[src/rtl/square_table_ctrl_pkg.sv]
// Shared widths, table depth and FSM state encoding for the square table sequencer.
package square_pkg;

    localparam int VAL_W       = 6;
    localparam int SQ_W        = 12;
    localparam int WORD_W      = 16;
    localparam int TABLE_DEPTH = 1 << VAL_W;

    typedef enum logic [2:0] {
        IDLE    = 3'd0,
        FILL    = 3'd1,
        DUMP_HI = 3'd2,
        DUMP_LO = 3'd3,
        CSUM_HI = 3'd4,
        CSUM_LO = 3'd5
    } state_t;

    // States in which a byte is offered to the sink.
    function automatic logic is_byte_state(input state_t st);
        return (st == DUMP_HI) || (st == DUMP_LO) || (st == CSUM_HI) || (st == CSUM_LO);
    endfunction

endpackage

[src/rtl/square_table_ctrl_square_cal.sv]
// Combinational squarer: square = value * value, full precision.
module square_cal #(
    parameter int VAL_W = 6,
    parameter int SQ_W  = 12
) (
    input  logic [VAL_W-1:0] value,
    output logic [SQ_W-1:0]  square
);

    assign square = SQ_W'(value) * SQ_W'(value);

endmodule

[src/rtl/square_table_ctrl.sv]
// Sweeps every input through square_cal into a table, then streams it out high byte first.
// Build option SQUARE_TABLE_CHECKSUM_EN appends a 16-bit sum of all table words.
module square_table_ctrl
    import square_pkg::*;
#(
    parameter int VAL_W  = square_pkg::VAL_W,
    parameter int SQ_W   = square_pkg::SQ_W,
    parameter int WORD_W = square_pkg::WORD_W
) (
    input  logic       clk,
    input  logic       reset,
    input  logic       start,
    output logic       busy,
    output logic       done,
    output logic [7:0] byte_data,
    output logic       byte_valid,
    input  logic       byte_ready,
    output logic       byte_last
);

    localparam int DEPTH = 1 << VAL_W;
    localparam logic [VAL_W-1:0] LAST_IDX = VAL_W'(DEPTH - 1);

    state_t             state_r, state_next_s;
    logic [VAL_W-1:0]   idx_r, idx_next_s;
    logic [SQ_W-1:0]    square_s;
    logic [WORD_W-1:0]  word_s;
    logic [WORD_W-1:0]  rd_word_s;
    logic [WORD_W-1:0]  table_mem_r [DEPTH];
    logic               wr_en_s;
    logic               busy_r, byte_valid_r, byte_last_r, done_r;
    logic               done_next_s, last_next_s;
`ifdef SQUARE_TABLE_CHECKSUM_EN
    logic [WORD_W-1:0]  csum_r, csum_next_s;
`endif

    square_cal #(.VAL_W(VAL_W), .SQ_W(SQ_W)) u_square_cal (
        .value  (idx_r),
        .square (square_s)
    );

    assign word_s    = WORD_W'(square_s);
    assign rd_word_s = table_mem_r[idx_r];

    // Next-state, counter, checksum and done decode.
    always_comb begin
        state_next_s = state_r;
        idx_next_s   = idx_r;
        done_next_s  = 1'b0;
        wr_en_s      = 1'b0;
`ifdef SQUARE_TABLE_CHECKSUM_EN
        csum_next_s  = csum_r;
`endif
        case (state_r)
            IDLE: begin
                // The done cycle is still IDLE; a start there is deliberately dropped.
                if (start && !done_r) begin
                    state_next_s = FILL;
                    idx_next_s   = '0;
`ifdef SQUARE_TABLE_CHECKSUM_EN
                    csum_next_s  = '0;
`endif
                end else begin
                    state_next_s = IDLE;
                end
            end
            FILL: begin
                wr_en_s = 1'b1;
`ifdef SQUARE_TABLE_CHECKSUM_EN
                csum_next_s = csum_r + word_s;
`endif
                if (idx_r == LAST_IDX) begin
                    state_next_s = DUMP_HI;
                    idx_next_s   = '0;
                end else begin
                    idx_next_s = idx_r + VAL_W'(1);
                end
            end
            DUMP_HI: begin
                if (byte_ready) begin
                    state_next_s = DUMP_LO;
                end else begin
                    state_next_s = DUMP_HI;
                end
            end
            DUMP_LO: begin
                if (byte_ready) begin
                    if (idx_r == LAST_IDX) begin
`ifdef SQUARE_TABLE_CHECKSUM_EN
                        state_next_s = CSUM_HI;
`else
                        state_next_s = IDLE;
                        done_next_s  = 1'b1;
`endif
                    end else begin
                        state_next_s = DUMP_HI;
                        idx_next_s   = idx_r + VAL_W'(1);
                    end
                end else begin
                    state_next_s = DUMP_LO;
                end
            end
`ifdef SQUARE_TABLE_CHECKSUM_EN
            CSUM_HI: begin
                if (byte_ready) begin
                    state_next_s = CSUM_LO;
                end else begin
                    state_next_s = CSUM_HI;
                end
            end
            CSUM_LO: begin
                if (byte_ready) begin
                    state_next_s = IDLE;
                    done_next_s  = 1'b1;
                end else begin
                    state_next_s = CSUM_LO;
                end
            end
`endif
            default: begin
                state_next_s = IDLE;
                idx_next_s   = '0;
            end
        endcase
    end

    // Marks the final byte of a run in the state about to be entered.
`ifdef SQUARE_TABLE_CHECKSUM_EN
    assign last_next_s = (state_next_s == CSUM_LO);
`else
    assign last_next_s = (state_next_s == DUMP_LO) && (idx_next_s == LAST_IDX);
`endif

    // State, counter and registered handshake flags.
    always_ff @(posedge clk or posedge reset) begin
        if (reset) begin
            state_r      <= IDLE;
            idx_r        <= '0;
            busy_r       <= 1'b0;
            byte_valid_r <= 1'b0;
            byte_last_r  <= 1'b0;
            done_r       <= 1'b0;
        end else begin
            state_r      <= state_next_s;
            idx_r        <= idx_next_s;
            busy_r       <= (state_next_s != IDLE);
            byte_valid_r <= is_byte_state(state_next_s);
            byte_last_r  <= last_next_s;
            done_r       <= done_next_s;
        end
    end

`ifdef SQUARE_TABLE_CHECKSUM_EN
    // Running sum of stored words, wrapping at 16 bits.
    always_ff @(posedge clk or posedge reset) begin
        if (reset) begin
            csum_r <= '0;
        end else begin
            csum_r <= csum_next_s;
        end
    end
`endif

    // Table storage; contents survive reset on purpose.
    always_ff @(posedge clk) begin
        if (wr_en_s) begin
            table_mem_r[idx_r] <= word_s;
        end
    end

    // Byte selection from the registered state; read is asynchronous so data tracks the state.
    always_comb begin
        byte_data = 8'h00;
        case (state_r)
            DUMP_HI: byte_data = rd_word_s[15:8];
            DUMP_LO: byte_data = rd_word_s[7:0];
`ifdef SQUARE_TABLE_CHECKSUM_EN
            CSUM_HI: byte_data = csum_r[15:8];
            CSUM_LO: byte_data = csum_r[7:0];
`endif
            default: byte_data = 8'h00;
        endcase
    end

    assign busy       = busy_r;
    assign byte_valid = byte_valid_r;
    assign byte_last  = byte_last_r;
    assign done       = done_r;

endmodule

[config.mk]
export PLATFORM = sky130hd
export DESIGN_NAME = square_table_ctrl
export DESIGN_NICKNAME = d
export VERILOG_FILES = /design/src/rtl/square_table_ctrl_pkg.sv /design/src/rtl/square_table_ctrl_square_cal.sv /design/src/rtl/square_table_ctrl.sv
export SDC_FILE = /design/constraint.sdc
export NUM_CORES = 1
export LEC_CHECK = 0
export BUFFER_PORTS_ARGS = -buffer_cell sky130_fd_sc_hd__clkbuf_2
export CORE_AREA = 2 2 193 338
export DETAILED_ROUTE_END_ITERATION = 10
export DIE_AREA = 0 0 195 340
export GPL_ROUTABILITY_DRIVEN = 0
export PLACE_DENSITY_LB_ADDON = 0.15
export SYNTH_ARGS = -nofsm -noshare
export SYNTH_HDL_FRONTEND = slang
export SYNTH_HIERARCHICAL = 1
export SYNTH_SLANG_ARGS = --single-unit
[constraint.sdc]
create_clock -name clk -period 9.1 [get_ports clk]
set_clock_uncertainty 0.05 [all_clocks]
set_input_delay 1.365 -clock clk [delete_from_list [all_inputs] [get_ports clk]]
set_output_delay 1.365 -clock clk [all_outputs]
set_load 0.02 [all_outputs]
Yosys cells after proc, flatten, opt, wreduce, memory -nomap -nowiden. Memory sizes are Yosys's and may differ from the RTL's. Index checks and enable logic that the tools add are counted.

Memories kept: 1. RAM bits: 768. Output and inout port bits: 12. Bits of input ports: 4. Register bits after elaboration: 13.

Memory list: table_mem_r (depth 64, width 12, read ports 1, clocked after memory_dff 0, wr ports 1, RTL line square_table_ctrl.sv:29) `logic [WORD_W-1:0] table_mem_r [DEPTH];`.

Reduce and logical (&&, ||, !) cells: 8. Add/subtract/negate cells: 1. Mux-type cells: 18. $mul: 1. Eq/ne operators: 9.

Operator list (number): $mux W6 (4); $pmux W6 S4 (1); $pmux W8 S2 (1); $eq A3 B2 Y1 const B (4); $eq A6 B6 Y1 const B (2); $mul A6 B6 Y12 (1); $pmux W3 S4 (1); $mux W1 (8); $add A6 B1 Y6 const B (1); $eq A3 B3 Y1 const B (2); $mux W3 (2); $eq A3 B1 Y1 const B (1); $logic_not A3 Y1 (1); $logic_or A1 B1 Y1 (3); $reduce_bool A3 Y1 (1); $logic_and A1 B1 Y1 (2); $mux W2 (1); $logic_not A1 Y1 (1).

Depth between registers and ports, before layout. Gate-level depths: netlist of run 1.

Depth after elaboration: 8. Depth in mapped cells: 13. Mapped depth without buffers: 13.

Hierarchy. The synthesis of run 1 kept the hierarchy.

By module, submodules not included: square_table_ctrl (sequential area each 23387.4 um^2, area each 30765.8 um^2, cells each 1827, instances 1); square_cal (sequential area each 0.0 um^2, area each 780.7 um^2, cells each 99, instances 1).

Least setup slack after synthesis of run 1. OpenSTA, ideal clock, no wires.

Path kind: register -> register. Start: register idx_r[0]. End: memory table_mem_r[0][9] (netlist bit) (data pin). Clock period less this slack: 5396 ps. Library setup time: 568 ps. Path slack: 3704 ps. Arrival: 4778 ps. Stages on the path, launching flop included: 11. Path through: dfrtp_1 and2_1 fa_1 inv_1 fa_1 fa_1 inv_1 ha_1 a21o_1 a41oi_1 xnor2_1.

Longest elaborated chain between the ends: 1.

Ends and longest elaborated chain: from (decl) (RTL line square_table_ctrl.sv:25) `logic [VAL_W-1:0] idx_r, idx_next_s;`; from (signal assigned) (RTL line square_table_ctrl.sv:145) `idx_r <= idx_next_s;`; $mul A6 B6 Y12 (RTL line square_table_ctrl_square_cal.sv:10) `assign square = SQ_W'(value) * SQ_W'(value);`; named net square_s[9] (RTL line square_table_ctrl.sv:26) `logic [SQ_W-1:0] square_s;`; to (decl) (RTL line square_table_ctrl.sv:29).

The timed path passes the listed nets, and every way through them passes these cells.

Worst setup path in the final report of run 1.
Start: register idx_r[1]. End: output byte_data[2].

Longest elaborated chain between the ends: 2.

Ends and longest elaborated chain: $mem_v2 Z64 W12; $pmux W8 S2 (RTL line square_table_ctrl.sv:174) `case (state_r)`; to (decl) (RTL line square_table_ctrl.sv:15) `output logic [7:0] byte_data,`.

No other way between the ends.

==> results.sh, run 1 <==
export IMPL_status="complete, no violations"
export IMPL_pre_cts_ws_ns=3.325
export IMPL_grt_max_degree=167
export IMPL_wirelength_microns=96870
export IMPL_slew_viol_final=0
export IMPL_path_class="reg2out"
export IMPL_synth_edf_count=768
export IMPL_ys_seq_area_share_pct=74.14
export IMPL_power_ir_vdd_worst_mv=0.1227
export IMPL_cts_buffers=69
export IMPL_post_cts_buffers=0
export IMPL_htreeDepth=3
export IMPL_io_pins=16
export IMPL_drive_gt1_share_pct=15.84
export IMPL_insertion_delay_ns=0.62
export IMPL_layout_nets=2000
export IMPL_hold_path_depth=1
export IMPL_grt_overflow=0
export IMPL_area_delta_synth_final_pct=11.25
export IMPL_viasPerCell=6.781
export IMPL_vias=19240
export IMPL_post_route_period_util_pct=71.39
export IMPL_clk_pin_slew_ns=0.07
export IMPL_track_usage_pct=29.34
export IMPL_synth_seq_cells=781
export IMPL_tns_ns=0
export IMPL_reg2reg_to="table_mem_r[5][8]$_DFFE_PP_"
export IMPL_power_total_mw=7.234
export IMPL_n_fill_cell=5029
export IMPL_crit_start="idx_r[1]$_DFF_PP0_"
export IMPL_die_height_microns=340
export IMPL_antenna_found_initial=2
export IMPL_crit_end="byte_data[2]"
export IMPL_yosys_warnings=6
export IMPL_core_sq_mm=0.06371
export IMPL_end_kind="output pin"
export IMPL_rsz0062_at_grt="false"
export IMPL_p_per_area_mw_per_mm2=206.1
export IMPL_cts_resized=0
export IMPL_grt_pass1_wl_microns=138200
export IMPL_start_util_pct=49.51
export IMPL_avgSynthCellArea_sq_um=16.38
export IMPL_ant_nets=0
export IMPL_cts_tree="done"
export IMPL_worstPathMaxFanout=59
export IMPL_cts_sinks=781
export IMPL_rows=123
export IMPL_yosysUniqueCellTypes=78
export IMPL_diodes=0
export IMPL_yosysTopAreaCellShare_pct=73.11
export IMPL_drtIter0Drc=2379
export IMPL_portBuffers=15
export IMPL_post_route_min_period_ns=6.497
export IMPL_fin_ws_ns=2.603
export IMPL_cts_hold_buf=0
export IMPL_r2r_slack_ns=3.51
export IMPL_hold_class="reg2reg"
export IMPL_p_leak_nw=11.11
export IMPL_synth_ff_type="edfxtp_1"
export IMPL_fmax_mhz=153.9
export IMPL_stdcell_area_sq_mm=0.03510
export IMPL_cp_required_ns=7.69
export IMPL_wl_per_cell_microns=34.13
export IMPL_hold_viol=0
export IMPL_dieArea_sq_mm=0.06630
export IMPL_place_area_sq_mm=0.03290
export IMPL_syn_inst=1926
export IMPL_synthArstFlopShare_pct=1.665
export IMPL_drc=0
export IMPL_cts_buffer_depth=3
export IMPL_clockRootBuffer="clkbuf_16"
export IMPL_setup_violations=0
export IMPL_synthesis_nets=1953
export IMPL_synth_area_leaders="edfxtp_1 73%, a22oi_1 2.3%, a221oi_1 2.1%"
export IMPL_worstMarginPinSlew_ns=1.442
export IMPL_dp_hpwl_microns=59110
export IMPL_syn_area_sq_mm=0.03155
export IMPL_worstPathArrival_ns=5.08
export IMPL_drt_pass1_iter_count=5
export IMPL_reg2reg_depth=13
export IMPL_maxCapViolations=0
export IMPL_critPathLaunchType="register"
export IMPL_die_w_microns=195
export IMPL_reg2reg_from="idx_r[1]$_DFF_PP0_"
export IMPL_slew_headroom_pct=3.530
export IMPL_yosys_area_top_type="edfxtp_1"
export IMPL_grt_pass1_vias=19210
[flip-flops by register name, summed over array words and instances, names as in the netlist]
name,cells
byte_last,1
busy,1
table_mem_r,768
done,1
byte_valid,1
idx_r,6
state_r,3
[power breakdown]
group	switching (mW)	internal, mW	total (mW)
logic	0.261	0.117	0.378
clock network	1.31	1.61	2.92
registers	0.0149	3.92	3.93
total	1.58	5.65	7.23
[stage by stage]
stage                     util [%]  instances  hold WS, ns
after floorplan                  -       1926       0.4600
after global placement       51.63       2714       0.5041
after detailed placement     51.63       2714       0.5015
after CTS                    55.08       2838       0.5114
after global routing         55.08       2838       0.5533
final                        55.08       2838       0.5217
[cells in the mapped netlist, types with 24 or more instances]
| master | count |
|---|---|
| nor2_1 | 95 |
| nor3_1 | 24 |
| a31oi_1 | 24 |
| a221oi_1 | 76 |
| mux2i_1 | 32 |
| a22o_1 | 37 |
| a21oi_1 | 40 |
| nand3_1 | 32 |
| o21ai_0 | 30 |
| inv_1 | 39 |
| o22ai_1 | 29 |
| edfxtp_1 | 768 |
| nand2_1 | 59 |
| buf_2 | 52 |
| nand3b_1 | 30 |
| a22oi_1 | 96 |
| clkbuf_1 | 63 |
[how the worst min path moves through the flow]
stage	slack [ns]	start	to
3_3_place_gp	0.50	state_r[2]$_DFF_PP0_	byte_valid$_DFF_PP0_
3_5_place_dp	0.50	state_r[2]$_DFF_PP0_	byte_valid$_DFF_PP0_
4_1_cts	0.51	state_r[2]$_DFF_PP0_	byte_valid$_DFF_PP0_
5_1_grt	0.55	state_r[2]$_DFF_PP0_	byte_valid$_DFF_PP0_
6_report	0.52	state_r[2]$_DFF_PP0_	byte_valid$_DFF_PP0_
2_1_floorplan	0.46	state_r[2]$_DFF_PP0_	byte_valid$_DFF_PP0_
[area by class of cell]
cell class	count	area (sq um)	share of cell area (%)
Clock inverter	35	356.6	1.016
Clock buffer	89	1844	5.255
Tap cell	812	1016	2.895
Timing Repair Buffer	119	868.3	2.474
Sequential cell	781	23400	66.67
Inverter	41	153.9	0.4385
Multi-Input combinational cell	961	7458	21.25
[placed cells by master, fill, tap and decap left out, types with 14 or more instances in the layout]
master and instances:
nor2_1 87, o22ai_1 29, nand3_1 31, mux4_2 23
a22oi_1 96, nor3_1 22, clkbuf_2 15, a22o_1 37
clkbuf_1 18, clkbuf_16 71, edfxtp_1 768, o21ai_0 30
buf_4 103, nand3b_1 30, a21oi_1 40, inv_1 38
mux2_2 23, nand2_1 59, nand4_1 14, a221oi_1 76
a31oi_1 24, or3b_2 16, mux2i_1 32
[worst max-delay path, stage by stage, from the launching register on]
cell and delay (ns):
dfrtp_4 0.93, buf_4 0.60, nor2_1 0.41, buf_4 0.36
a221oi_1 0.39, o22ai_1 0.29, a2111o_1 0.55, a2111oi_2 0.38
o22ai_1 0.26, clkbuf_2 0.23
[metal layers]
| layer | wire [microns] | track usage (%) | part of all wire (%) |
|---|---|---|---|
| met4 | 7203 | 19.77 | 7.4 |
| met2 | 47810 | 48.89 | 49 |
| met5 | 16 | 0 | 0.017 |
| met1 | 33740 | 35.08 | 35 |
| met3 | 8098 | 5.014 | 8.4 |
[cells by family after synthesis]
family | Yosys count | synth area share, %
AO/OA/AOI/OAI | 434 | 10.47
flip-flops | 781 | 74.14
AND/OR/NAND/NOR | 416 | 7.813
multiplexers | 78 | 3.478
XOR/XNOR | 8 | 0.2221
buffers and inverters | 184 | 2.753
other | 2 | 0.02381
adder cells (fa/ha/maj) | 23 | 1.103
(Power assumes the default switching activity.)
==> run 2, diff against run 1 <==
==> constraint.sdc (replaced) <==
create_clock -name clk -period 5.5 [get_ports clk]
set_clock_uncertainty 0.05 [all_clocks]
set_input_delay 0.825 -clock clk [delete_from_list [all_inputs] [get_ports clk]]
set_output_delay 0.825 -clock clk [all_outputs]
set_load 0.02 [all_outputs]
==> run 2 against run 1 <==
First-iteration DRC count is 0.29% higher. Non-clock buffer count grew 33. Combinational power grew 63%. Power grew 62%. Utilization increased by 0.30 points. Critical endpoint is now byte_data[6]. Largest power group unchanged.
==> results.sh, run 2 (synthesis gave the netlist of run 1 again) <==
export IMPL_status="complete, no violations"
export IMPL_track_usage_pct=28.35
export IMPL_grt_max_degree=110
export IMPL_fin_cells=2866
export IMPL_grt_pass1_wl_microns=134200
export IMPL_vias=18940
export IMPL_antenna_found_initial=0
export IMPL_dp_hpwl_microns=57600
export IMPL_die_w_microns=195
export IMPL_cts_hold_buf=0
export IMPL_layout_nets=2033
export IMPL_core_sq_mm=0.06371
export IMPL_worstPathMaxFanout=26
export IMPL_drive_gt1_share_pct=16.65
export IMPL_insertion_delay_ns=0.61
export IMPL_fin_util_pct=55.38
export IMPL_worstPathArrival_ns=4.43
export IMPL_clk_pin_slew_ns=0.07
export IMPL_hold_class="in2async"
export IMPL_setup_violations=0
export IMPL_place_area_sq_mm=0.03321
export IMPL_crit_start="idx_r[2]$_DFF_PP0_"
export IMPL_rsz0062_at_grt="false"
export IMPL_pre_cts_ws_ns=0.7519
export IMPL_diodes=0
export IMPL_final_cell_mix="768 x edfxtp_1, 129 x buf_4, 96 x a22oi_1, 93 x nor2_1, 76 x a221oi_1"
export IMPL_viasPerCell=6.609
export IMPL_drc=0
export IMPL_maxCapViolations=0
export IMPL_reg2reg_depth=15
export IMPL_n_fill_cell=5010
export IMPL_reg2reg_from="idx_r[0]$_DFF_PP0_"
export IMPL_drtIter0Drc=2386
export IMPL_wl_per_cell_microns=32.55
export IMPL_dieArea_sq_mm=0.06630
export IMPL_io_pins=16
export IMPL_start_util_pct=49.51
export IMPL_rows=123
export IMPL_multiInputGateArea_sq_mm=0.007441
export IMPL_cts_sinks=781
export IMPL_die_height_microns=340
export IMPL_worstMarginPinSlew_ns=1.179
export IMPL_final_common_cell="edfxtp_1"
export IMPL_wirelength_microns=93290
export IMPL_dp_cells=2747
export IMPL_post_cts_buffers=0
export IMPL_power_ir_vdd_worst_mv=0.2241
export IMPL_grt_overflow=0
export IMPL_portBuffers=15
export IMPL_reg2reg_to="table_mem_r[7][8]$_DFFE_PP_"
export IMPL_stdcell_area_sq_mm=0.03529
export IMPL_cp_required_ns=4.62
export IMPL_fin_ws_ns=0.1988
export IMPL_grt_pass1_vias=18840
export IMPL_cts_buffers=69
export IMPL_hold_ws_ns=0.1620
export IMPL_slew_headroom_pct=21.42
export IMPL_r2r_slack_ns=0.68
export IMPL_drt_pass1_iter_count=6
export IMPL_post_route_period_util_pct=96.39
export IMPL_seq_area_sq_mm=0.02340
export IMPL_fmax_mhz=188.6
export IMPL_clockRootBuffer="clkbuf_16"
export IMPL_path_class="reg2out"
export IMPL_p_leak_nw=11.37
export IMPL_cts_tree="done"
export IMPL_area_delta_synth_final_pct=11.85
export IMPL_slew_viol_final=0
export IMPL_cts_buffer_depth=3
export IMPL_largest_register="table_mem_r"
export IMPL_ant_nets=0
export IMPL_p_per_area_mw_per_mm2=332.3
export IMPL_top_regs="table_mem_r (768), idx_r (6), state_r (3)"
export IMPL_htreeDepth=3
export IMPL_hold_viol=0
export IMPL_post_route_min_period_ns=5.301
export IMPL_power_total_mw=11.72
export IMPL_largest_reg_flops=768
export IMPL_critPathLaunchType="register"
export IMPL_end_kind="output pin"
export IMPL_tns_ns=0
export IMPL_cts_resized=0
run 2: cell count changes in the layout (fill, tap and decap cells not counted), sizes merged:
cell,before,now
inv,43,45
clkbuf,104,105
bufinv,6,3
buf,104,137
clkinvlp,5,0
run 2: per-layer routing:
metal	up-vias	share of wire (%)	global-route usage (%)
met3	235	8.2	5.192
met2	1025	49	47.05
met5	-	0	0
li1	7975	-	-
met4	0	6.3	16.27
met1	9705	36	35.05
run 2: worst max path at each step:
| stage | end | slack, ns | cells past startpoint |
|---|---|---|---|
| global placement | table_mem_r[18][8]$_DFFE_PP_ | 0.81 | 15 |
| global route | byte_data[1] | 0.02 | 9 |
| finish | byte_data[6] | 0.20 | 9 |
| floorplan | table_mem_r[0][9]$_DFFE_PP_ | 0.10 | 10 |
| detailed placement | table_mem_r[31][8]$_DFFE_PP_ | 0.75 | 15 |
| CTS | byte_data[0] | 0.29 | 9 |
run 2: power breakdown:
| part | leakage (nW) | switching, mW | total [mW] | internal [mW] |
|---|---|---|---|---|
| combinational | 3.25 | 0.421 | 0.618 | 0.196 |
| clock | 1.02 | 2.09 | 4.61 | 2.52 |
| sequential | 7.11 | 0.0129 | 6.50 | 6.48 |
| total | 11.4 | 2.53 | 11.7 | 9.19 |
run 2: worst max-delay path, cell delays in order (launching register included):
cell and delay, ns:
dfrtp_4 0.57, buf_4 0.27, nor2b_2 0.86, buf_4 0.45, a221oi_1 0.15, o21ai_0 0.54, a211oi_1 0.18, buf_4 0.17
a31oi_1 0.34, clkbuf_2 0.25
run 2: final cells by class:
class	instances	share of cell area, %
clock buffers	90	5.237
clock inverters	29	0.6347
inverters	41	0.4362
multi-input cells	961	21.09
flip-flops and latches	781	66.31
well taps	812	2.879
repair buffers	152	3.411
